===== src/rtl/ghost_wall_collision_gen.sv =====
// Per-frame ghost/wall collision source: counts overlap pixels during the scan,
// fires one collision pulse per frame with the edge class of the first overlap.
module ghost_wall_collision_gen #(
  parameter int unsigned MIN_OVERLAP = 4,
  parameter int unsigned EDGE_BAND   = 6,
  parameter logic [15:0] LFSR_SEED   = 16'hACE1
) (
  input  logic       clk,
  input  logic       resetN,
  input  logic       startOfFrame,
  input  logic       ghostDrawingRequest,
  input  logic       wallDrawingRequest,
  input  logic [4:0] offsetX,
  input  logic [4:0] offsetY,
  output logic       collision,
  output logic [2:0] HitEdgeCode,
  output logic [1:0] rnd_dir
);

  localparam int unsigned CNT_W = 10;
  localparam logic [CNT_W-1:0] CNT_MAX = '1;
  localparam logic [CNT_W:0]   MIN_OV  = (CNT_W+1)'(MIN_OVERLAP);
  localparam logic [4:0]       BAND_LO = 5'(EDGE_BAND);
  localparam logic [4:0]       BAND_HI = 5'(31 - EDGE_BAND);

  typedef enum logic [1:0] {WAIT_ST, SCAN_ST, FIRED_ST} state_t;

  state_t           state;
  logic [15:0]      lfsr;
  logic [CNT_W-1:0] ov_cnt;
  logic [2:0]       pend_code;

  logic             ov_c;
  logic [2:0]       edge_cls_c;
  logic             hit_now_c;
  logic             lfsr_fb_c;

  assign ov_c      = ghostDrawingRequest & wallDrawingRequest;
  assign hit_now_c = (({1'b0, ov_cnt} + (CNT_W+1)'(1)) == MIN_OV);
  assign lfsr_fb_c = lfsr[15] ^ lfsr[13] ^ lfsr[12] ^ lfsr[10];

  // Edge class of the current ghost pixel; vertical edges take priority.
  always_comb begin
    edge_cls_c = 3'd5;
    if (offsetY < BAND_LO)      edge_cls_c = 3'd1;
    else if (offsetY > BAND_HI) edge_cls_c = 3'd3;
    else if (offsetX < BAND_LO) edge_cls_c = 3'd4;
    else if (offsetX > BAND_HI) edge_cls_c = 3'd2;
  end

  always_ff @(posedge clk or negedge resetN) begin
    if (!resetN) begin
      state       <= WAIT_ST;
      lfsr        <= LFSR_SEED;
      ov_cnt      <= '0;
      pend_code   <= 3'd0;
      collision   <= 1'b0;
      HitEdgeCode <= 3'd0;
      rnd_dir     <= 2'd0;
    end else begin
      lfsr      <= {lfsr[14:0], lfsr_fb_c};
      collision <= 1'b0;
      // Frame start overrides any overlap or pending hit in the same cycle.
      if (startOfFrame) begin
        ov_cnt    <= '0;
        pend_code <= 3'd0;
        rnd_dir   <= lfsr[1:0];
        state     <= SCAN_ST;
      end else begin
        case (state)
          SCAN_ST: begin
            if (ov_c) begin
              if (ov_cnt != CNT_MAX) ov_cnt <= ov_cnt + CNT_W'(1);
              if (ov_cnt == '0) pend_code <= edge_cls_c;
              if (hit_now_c) begin
                collision   <= 1'b1;
                HitEdgeCode <= (ov_cnt == '0) ? edge_cls_c : pend_code;
                state       <= FIRED_ST;
              end
            end
          end
          default: ;
        endcase
      end
    end
  end

endmodule


===== config.mk =====
export PLATFORM = sky130hd
export DESIGN_NAME = ghost_wall_collision_gen
export DESIGN_NICKNAME = d
export VERILOG_FILES = /design/src/rtl/ghost_wall_collision_gen.sv
export SDC_FILE = /design/constraint.sdc
export NUM_CORES = 1
export LEC_CHECK = 0
export BUFFER_PORTS_ARGS = -buffer_cell sky130_fd_sc_hd__buf_2
export CAP_MARGIN = 40
export CORE_AREA = 2 2 56 58
export CTS_BUF_LIST = sky130_fd_sc_hd__clkbuf_4 sky130_fd_sc_hd__clkbuf_8 sky130_fd_sc_hd__clkbuf_16
export DETAILED_ROUTE_END_ITERATION = 12
export DIE_AREA = 0 0 58 60
export GPL_ROUTABILITY_DRIVEN = 0
export HOLD_SLACK_MARGIN = 0.1
export PLACE_DENSITY = 0.79
export SYNTH_ARGS = -nofsm -noshare
export SYNTH_HDL_FRONTEND = slang
export SYNTH_SLANG_ARGS = --single-unit

===== constraint.sdc =====
create_clock -name clk -period 4.2 [get_ports clk]
set_input_delay 1.05 -clock clk [delete_from_list [all_inputs] [get_ports clk]]
set_output_delay 1.05 -clock clk [all_outputs]
set_load 0.02 [all_outputs]

==> results.json <==
{
  "r2r_cells": 6,
  "final_common_cell": "dfrtp_1",
  "synthAdderAreaFrac_pct": 2.28,
  "core_sq_mm": 0.00290,
  "drc_errors": 0,
  "dpl_worst_slack_ns": 1.59,
  "rsz0062_at_grt": "no",
  "worst-setup-path-type": "in -> reg",
  "cts-root-buf": "clkbuf_4",
  "rows": 20,
  "grt_pass1_vias": 1157,
  "synth_ff_type": "dfrtp_1",
  "n_antenna_cell": 0,
  "syn_area_per_cell_sq_um": 11.8,
  "ant_nets": 0,
  "hold_slack_ns": 0.365,
  "min-delay-start": "lfsr[5]",
  "firstDrtPassIters": 4,
  "cp-end-kind": "flop",
  "grt_max_degree": 38,
  "leakage_nw": 0.856,
  "ios": 21,
  "cts_hold_buf": 0,
  "cts_resized": 0,
  "portBuffers": 18,
  "startpoint": "wallDrawingRequest",
  "design_power_total_mw": 0.651,
  "status": "finished, final reports clean",
  "wire_per_inst_um": 15.6,
  "h-tree-depth": 2,
  "synthXorXnorAreaFrac_pct": 6.39,
  "drive_above_1_share_pct": 30.2,
  "antenna_found_initial": 0,
  "synth_seq_cells": 37,
  "endpoint": "HitEdgeCode[1]",
  "ys_seq_area_share_pct": 56.9,
  "hpwl_um": 2040,
  "fmax_mhz": 442,
  "finalMaxSlewViolations": 0,
  "cts_sinks": 37,
  "vias_per_cell": 5.81,
  "muxShareOfSynthArea_pct": 5.40,
  "vias": 1115,
  "pwr-share-clk_pct": 37.9,
  "min_period_ns": 2.26,
  "peakVddDrop_uv": 339,
  "drt_iter0_markers": 35,
  "overflow": 0,
  "cts_tree": "yes",
  "synth_warnings": 0,
  "swShare_pct": 21.9,
  "dp_cells": 184,
  "path_max_fanout": 6,
  "syn-num-nets": 157,
  "p_sw_mw": 0.143,
  "fin_cells": 192,
  "fin_tns_setup_ns": 0,
  "sequentialPowerShare_pct": 55.6,
  "synthSimpleGateAreaFrac_pct": 16.8,
  "grt_pass1_wl_um": 5090,
  "maxCapViolations": 0,
  "worstPathArrival_ns": 2.50,
  "pwr-share-comb_pct": 6.4,
  "ys_types": 40,
  "synthCells": 139,
  "routed_wl_um": 3000,
  "layout_common_cells": "dfrtp_1 (29), nor2_1 (18), buf_2 (18), nand2_1 (9)",
  "area_growth_pct": 10.3,
  "async_flop_share_pct": 100,
  "synth_edf_count": 0,
  "dieArea_sq_mm": 0.00348,
  "hold_path_class": "reg -> reg",
  "internal_power_mw": 0.509,
  "insertion_delay_ns": 0.34,
  "tightestPinTransition_ns": 0.791,
  "synth_top_family_by_area": "simple AND/OR/NAND/NOR gates",
  "post_cts_buffers": 0,
  "start_util_pct": 56.7,
  "die_y_um": 60,
  "reg2reg_slack_ns": 2.11,
  "cts_buffers": 5,
  "track_usage_pct": 19.9,
  "synth-compound-area-share_pct": 8.52,
  "power_density_mw_per_mm2": 359,
  "r2r-end": "HitEdgeCode[1]",
  "rr_startpoint": "ov_cnt[0]",
  "cts.clk_slew.worst_paths_ns": 0.11,
  "slew-limit-headroom_pct": 47.3,
  "cts_buffer_depth": 2,
  "fin_skew_ns": 0.00694,
  "startpoint_type": "input port",
  "hold_violations": 0,
  "syn_area_sq_mm": 0.00165,
  "nets": 176,
  "cp.required_ns": 4.43,
  "fin_crit_sh_pct": 53.9,
  "worst_slack_ns": 1.94,
  "dieWidth_um": 58,
  "setup_viol": 0
}
-- flip-flops by register name, summed over array words and instances (netlist names) --
name / cells
state: 2
pend_code: 3
HitEdgeCode: 3
ov_cnt: 10
collision: 1
rnd_dir: 2
lfsr: 16
-- worst min-delay path by stage --
| stage | depth (start not counted) | to | slack (ns) |
|---|---|---|---|
| after floorplan | 0 | lfsr[3] | 0.33 |
| after global routing | 0 | lfsr[7] | 0.37 |
| after global placement | 0 | lfsr[9] | 0.34 |
| after detailed placement | 0 | lfsr[10] | 0.34 |
| final | 0 | lfsr[6] | 0.36 |
| after CTS | 0 | lfsr[5] | 0.36 |
-- metrics by stage --
step	utilization, %	cell area [sq um]
finish	62.5	1810
floorplan	-	1650
CTS	62.5	1810
detailed placement	59.6	1730
global placement	59.6	1730
global route	62.5	1810
-- power groups by stage --
stage	sequential [mW]	clock (mW)	combinational [mW]
2_1_floorplan	0.368	0	0.0229
3_3_place_gp	0.369	0	0.0392
3_5_place_dp	0.369	0	0.0417
4_1_cts	0.362	0.254	0.0426
5_1_grt	0.363	0.264	0.0476
6_report	0.362	0.247	0.0419
-- cell usage after synthesis (2+ instances only) --
library cell,number,area (sq um)
dfstp_2,8,210
o21a_1,2,15.0
dfrtp_1,29,726
a21oi_1,2,10.0
nor2_1,18,67.6
clkbuf_1,2,7.51
inv_1,4,15.0
ha_1,3,37.5
nand4_1,3,18.8
xnor2_1,4,35.0
buf_6,3,33.8
nand2_1,9,33.8
nor3_1,2,10.0
mux2_2,7,78.8
nand3_1,6,30.0
o211ai_1,4,30.0
o21ai_0,3,15.0
xor2_1,8,70.1
-- critical path, cell delays in order --
cell and delay, ns:
buf_2 0.09, nand4b_1 0.26, nor4_1 0.43, o2111ai_2 0.32
mux2_2 0.35
-- metal layers --
layer | up-vias | global-route usage, % | part of all wire [%]
met5 | - | 0 | 0
met4 | 0 | 11.0 | 3.1
met3 | 14 | 7.14 | 5.2
met2 | 37 | 32.6 | 50
met1 | 547 | 22.9 | 42
li1 | 517 | - | -
-- kinds of logic after synthesis --
kind of cell	Yosys count
and+or+nand+nor	51
DFF	37
AOI/OAI and AO/OA	18
xor gates and xnor gates	12
buffers and inverters	10
muxes	8
adders and majority gates	3
-- layout make-up --
cell class                      count  area (sq um)
Fill cell                         232          1090
Sequential cell                    37           936
Multi-Input combinational cell     92           648
Timing Repair Buffer               18          90.1
Clock buffer                        6          45.0
Tap cell                           33          41.3
Clock inverter                      2          38.8
Inverter                            4          15.0
(Power assumes the default switching activity.)
